[src/rtl/read_superpixel.sv]
// ============================================================================
// Module   : read_superpixel
// Brief    : Scans one superpixel out of VGA RAM; returns top-left colour ID
//            and a flag telling whether every pixel matched it.
// Revision : 1.0 - initial release
// ============================================================================
`default_nettype none

module read_superpixel #(
    parameter int SPIXEL_X_WIDTH = 6,
    parameter int SPIXEL_Y_WIDTH = 6,
    parameter int SPIXEL_X_MAX   = 63,
    parameter int SPIXEL_Y_MAX   = 47,
    parameter int SP_SIZE        = 10,
    parameter int H_RES          = 640,
    parameter int VGA_ADDR_WIDTH = 19,
    parameter int COLOR_ID_WIDTH = 8,
    parameter int RD_LAT         = 2
) (
    input  logic                      clk,
    input  logic                      rst,
    input  logic [SPIXEL_X_WIDTH-1:0] x,
    input  logic [SPIXEL_Y_WIDTH-1:0] y,
    input  logic                      ireq,
    output logic                      obusy,
    output logic                      odone,
    output logic [COLOR_ID_WIDTH-1:0] odata,
    output logic                      ouniform,
    output logic                      oerr,
    output logic [VGA_ADDR_WIDTH-1:0] oaddr,
    output logic                      ordreq,
    input  logic [COLOR_ID_WIDTH-1:0] irdata
);

    localparam int                      c_CNT_W    = $clog2(SP_SIZE);
    localparam logic [c_CNT_W-1:0]      c_LAST     = c_CNT_W'(SP_SIZE - 1);
    localparam logic [VGA_ADDR_WIDTH-1:0] c_STRIDE = VGA_ADDR_WIDTH'(H_RES);
    localparam logic [VGA_ADDR_WIDTH-1:0] c_ROW_STEP = VGA_ADDR_WIDTH'(SP_SIZE * H_RES);
    localparam logic [VGA_ADDR_WIDTH-1:0] c_COL_STEP = VGA_ADDR_WIDTH'(SP_SIZE);
    // Only the oldest read still in flight: the final return of a scan.
    localparam logic [RD_LAT-1:0]       c_SR_LAST  = RD_LAT'(1 << (RD_LAT - 1));

    typedef enum logic [1:0] {
        S_IDLE  = 2'd0,
        S_ISSUE = 2'd1,
        S_DRAIN = 2'd2,
        S_ERR   = 2'd3
    } state_t;

    state_t                      state_q, state_d;
    logic [VGA_ADDR_WIDTH-1:0]   base_q, base_d;
    logic [c_CNT_W-1:0]          col_q, col_d;
    logic [c_CNT_W-1:0]          row_q, row_d;
    logic [RD_LAT-1:0]           sr_q, sr_d;
    logic                        first_q, first_d;
    logic [COLOR_ID_WIDTH-1:0]   odata_q, odata_d;
    logic                        uni_q, uni_d;
    logic                        err_q, err_d;
    logic                        done_q, done_d;

    logic [VGA_ADDR_WIDTH-1:0]   w_base;
    logic                        w_oob;

    assign w_base = VGA_ADDR_WIDTH'(y) * c_ROW_STEP + VGA_ADDR_WIDTH'(x) * c_COL_STEP;
    assign w_oob  = (32'(x) > 32'(SPIXEL_X_MAX)) || (32'(y) > 32'(SPIXEL_Y_MAX));

    assign ordreq   = (state_q == S_ISSUE);
    assign oaddr    = ordreq ? (base_q + VGA_ADDR_WIDTH'(col_q)) : '0;
    assign obusy    = (state_q != S_IDLE);
    assign odone    = done_q;
    assign odata    = odata_q;
    assign ouniform = uni_q;
    assign oerr     = err_q;

    always_comb begin
        state_d = state_q;
        base_d  = base_q;
        col_d   = col_q;
        row_d   = row_q;
        sr_d    = (sr_q << 1) | RD_LAT'(ordreq);
        first_d = first_q;
        odata_d = odata_q;
        uni_d   = uni_q;
        err_d   = err_q;
        done_d  = 1'b0;

        if (sr_q[RD_LAT-1]) begin
            if (first_q) begin
                odata_d = irdata;
                uni_d   = 1'b1;
                first_d = 1'b0;
            end else if (irdata != odata_q) begin
                uni_d = 1'b0;
            end
        end

        case (state_q)
            S_IDLE: begin
                if (ireq) begin
                    odata_d = '0;
                    uni_d   = 1'b0;
                    err_d   = w_oob;
                    first_d = 1'b1;
                    if (w_oob) begin
                        state_d = S_ERR;
                    end else begin
                        state_d = S_ISSUE;
                        base_d  = w_base;
                        col_d   = '0;
                        row_d   = '0;
                    end
                end
            end
            S_ISSUE: begin
                if (col_q == c_LAST) begin
                    col_d  = '0;
                    row_d  = row_q + c_CNT_W'(1);
                    base_d = base_q + c_STRIDE;
                    if (row_q == c_LAST) begin
                        state_d = S_DRAIN;
                    end
                end else begin
                    col_d = col_q + c_CNT_W'(1);
                end
            end
            S_DRAIN: begin
                if (sr_q == c_SR_LAST) begin
                    state_d = S_IDLE;
                    done_d  = 1'b1;
                end
            end
            S_ERR: begin
                state_d = S_IDLE;
                done_d  = 1'b1;
            end
            default: state_d = S_IDLE;
        endcase
    end

    always_ff @(posedge clk) begin
        if (rst) begin
            state_q <= S_IDLE;
            base_q  <= '0;
            col_q   <= '0;
            row_q   <= '0;
            sr_q    <= '0;
            first_q <= 1'b0;
            odata_q <= '0;
            uni_q   <= 1'b0;
            err_q   <= 1'b0;
            done_q  <= 1'b0;
        end else begin
            state_q <= state_d;
            base_q  <= base_d;
            col_q   <= col_d;
            row_q   <= row_d;
            sr_q    <= sr_d;
            first_q <= first_d;
            odata_q <= odata_d;
            uni_q   <= uni_d;
            err_q   <= err_d;
            done_q  <= done_d;
        end
    end

endmodule

`default_nettype wire

[config.mk]
export PLATFORM = sky130hd
export DESIGN_NAME = read_superpixel
export DESIGN_NICKNAME = d
export VERILOG_FILES = /design/src/rtl/read_superpixel.sv
export SDC_FILE = /design/constraint.sdc
export NUM_CORES = 1
export LEC_CHECK = 0
export ABC_AREA = 0
export CAP_MARGIN = 0
export CORE_UTILIZATION = 59
export CTS_CLUSTER_SIZE = 12
export DETAILED_ROUTE_END_ITERATION = 16
export PLACE_DENSITY = 0.87
export SYNTH_ARGS = -nofsm -noshare
export SYNTH_HDL_FRONTEND = slang
export SYNTH_SLANG_ARGS = --single-unit
[constraint.sdc]
create_clock -name clk -period 5 [get_ports clk]
set_clock_uncertainty 0.1 [all_clocks]
set_input_delay 0.5 -clock clk [delete_from_list [all_inputs] [get_ports clk]]
set_output_delay 0.5 -clock clk [all_outputs]
set_load 0.005 [all_outputs]
==> flow_summary.yaml <==
cts:
  cts_tree: "yes"
  clockRootBuffer: "clkbuf_8"
  holdBufCountCts: 0
  cts_buffers: 5
  numClockSinks: 42
  clk_latency_ns: 0.31
  cts_setup_buffers: 0
  cts_resized: 0
  cts_buffer_depth: 2
  clk_pin_slew_ns: 0.09
  htree_levels: 2
global_routing:
  overflow: 0
  grt_pass1_wl_mm: 13.3
  grt_max_degree: 35
  grt_usage: 0.275
  antenna_found_initial: 0
  grt_pass1_vias: 2959
synth:
  synth_top_family_by_area: "simple AND/OR/NAND/NOR gates"
  synth_area_leaders: "dfxtp_1 (25%), ha_1 (16%), xnor2_1 (6.6%)"
  synth_compound_area_frac: 0.172
  syn_inst: 421
  synth.net_count: 489
  ys_ff_latch: 42
  synth_top_area_share: 0.252
  synth-edff-count: 0
  synth_commonest_cells: "nor2_1 (46), dfxtp_1 (42), ha_1 (42)"
  synth.area.mux_share: 0
  ys_async_sr_fraction: 0
  synthXorXnorAreaFrac: 0.105
  syn-mean-instance-area_um2: 7.94
  synth_top_area_cell: "dfxtp_1"
  ys.flop_type: "dfxtp_1"
  yosysWarnings: 0
  synthesis.area_um2: 3340
  synth_cell_types: 57
  ys_seq_area_frac: 0.252
  yosysMostFrequentCell: "nor2_1"
  synth_fa_ha_area_frac: 0.175
  yosys.area_share.simple: 0.247
setup_path:
  cp_max_fo: 4
  rr_startpoint: "state_q[1]$_SDFFE_PP0P_"
  regToRegSetupSlack_ns: 2.48
  crit_type: "input port to register"
  endpoint_kind: "register"
  crit_required_ns: 5.08
  r2r_cells: 6
  cp.arrival_ns: 3.75
  r2r-end: "base_q[16]$_SDFFE_PP0P_"
  startpoint_type: "input port"
timing:
  max_freq_mhz: 273
  drv_slew: 0
  finalHoldViolCount: 0
  period_share: 0.734
  tightest_slew_ns: 1.02
  fin_crit_ns: 3.67
  setup_viol: 0
  fin_tns_setup_ns: 0
  relSlewSlack: 0.317
  rsz0062_at_grt: "false"
  fin_hold_ws_ns: 0.360
cells_and_area:
  syn_to_final_growth_pct: 20.2
  nets: 534
  drive_gt1_frac: 0.0493
  stdcell_area_um2: 4020
  fin_util: 0.734
  register_area_um2: 841
  finalNonFillerCells: 539
  multi_input_area_um2: 2340
  antenna_cells: 0
  n_fill_cell: 444
die:
  io_pins: 55
  num_rows: 27
  core_um2: 5470
  die_h_um: 77.2
  start_util: 0.610
  die_area_um2: 5970
  die_w_um: 77.2
routing:
  drtAntennaViolNets: 0
  wl_mm: 7.85
  avgRoutedWirePerCell_um: 14.6
  first_iter_violations: 268
  drc: 0
  dr.pass1.iters: 5
  vias: 3139
  viasPerCell: 5.82
placement:
  gp_congestion: 0.835
  dp_hpwl_mm: 5.97
  place_area_um2: 3900
  dp_cells: 531
  port_buffers: 54
power_and_ir_drop:
  max-vdd-ir-drop_mv: 0.147
  p_leak_nw: 1.56
  powerDensity_nw_per_um2: 249
min_path:
  hp-class: "register to register"
  hold_depth: 2
  min-delay-start: "sr_q[0]$_SDFF_PP0_"
  hold_end: "sr_q[1]$_SDFF_PP0_"
status:
  status: "completed"
flow_run:
  drv_cap: 0
-- critical path: stages --
cell and delay (ns):
clkdlybuf4s50_1 0.44, ha_1 0.29, ha_1 0.17, inv_1 0.07, fa_1 0.35, inv_1 0.09
a21o_1 0.11, a21oi_1 0.07, xnor2_1 0.14, ha_1 0.18, inv_1 0.05, fa_1 0.39
nor2b_1 0.28, nor2b_1 0.18, nand4_1 0.13, a32oi_1 0.22, o41ai_1 0.09
-- cell type report --
cell class,instances,area share
multi-input cells,340,0.582
flip-flops and latches,42,0.209
repair buffers,56,0.138
well taps,72,0.0224
inverters,21,0.0196
clock buffers,5,0.0171
clock inverters,3,0.0112
-- where the power goes --
part / internal [W] / switching (W)
combinational: 0.000152 / 0.000176
sequential: 0.000359 / 0.0000378
clock: 0.000149 / 0.000126
total: 0.000659 / 0.000340
-- flip-flops by register name, summed over array words and instances (netlist names) --
register	cells
base_q	18
odata	8
col_q	4
row_q	4
sr_q	2
state_q	2
first_q	1
odone	1
oerr	1
ouniform	1
-- metal layers --
layer,GRT usage,routed length [µm],up-vias
met5,0,0,-
met4,0.0698,133,0
met3,0.0405,376,14
met2,0.480,3920,95
met1,0.353,3420,1457
li1,-,-,1573
-- placed cells by master (no fill, tap or decap), types with 4 or more instances in the layout --
cell	Yosys	final
nor3_1	16	16
xor2_1	15	15
nand2_1	41	41
a211oi_1	5	5
nand3_1	17	17
o21ai_0	12	12
clkbuf_8	0	5
clkdlybuf4s50_1	0	54
ha_1	42	42
or3_1	6	6
dfxtp_1	42	42
and2_1	4	4
inv_1	20	20
xnor2_1	25	25
a21o_1	6	6
nor2_1	46	46
a21oi_1	37	37
nor2b_1	4	4
nand2b_1	4	4
nand4_1	13	13
-- per-stage QoR --
| stage | total power [W] | setup slack (ns) |
|---|---|---|
| 3_5_place_dp | 0.000728 | 1.02 |
| 2_1_floorplan | 0.000631 | 1.75 |
| 4_1_cts | 0.000997 | 1.33 |
| 3_3_place_gp | 0.000714 | 1.10 |
| 6_report | 0.000999 | 1.33 |
| 5_1_grt | 0.00106 | 1.01 |
-- worst max-delay path by stage --
stage          start                 endpoint  slack [ns]
5_1_grt         x[1]  base_q[14]$_SDFFE_PP0P_        1.01
3_5_place_dp    x[3]  base_q[18]$_SDFFE_PP0P_        1.02
6_report        x[3]  base_q[18]$_SDFFE_PP0P_        1.33
4_1_cts         x[3]  base_q[18]$_SDFFE_PP0P_        1.33
2_1_floorplan   x[1]  base_q[18]$_SDFFE_PP0P_        1.75
3_3_place_gp    x[1]  base_q[18]$_SDFFE_PP0P_        1.10
-- cell families after synthesis --
logic type | Yosys count
compound gates | 86
xor+xnor | 40
fa+ha+maj | 45
buf+inv | 39
flops | 42
simple gates | 169
Note: power is estimated with default switching activity, not from simulation.
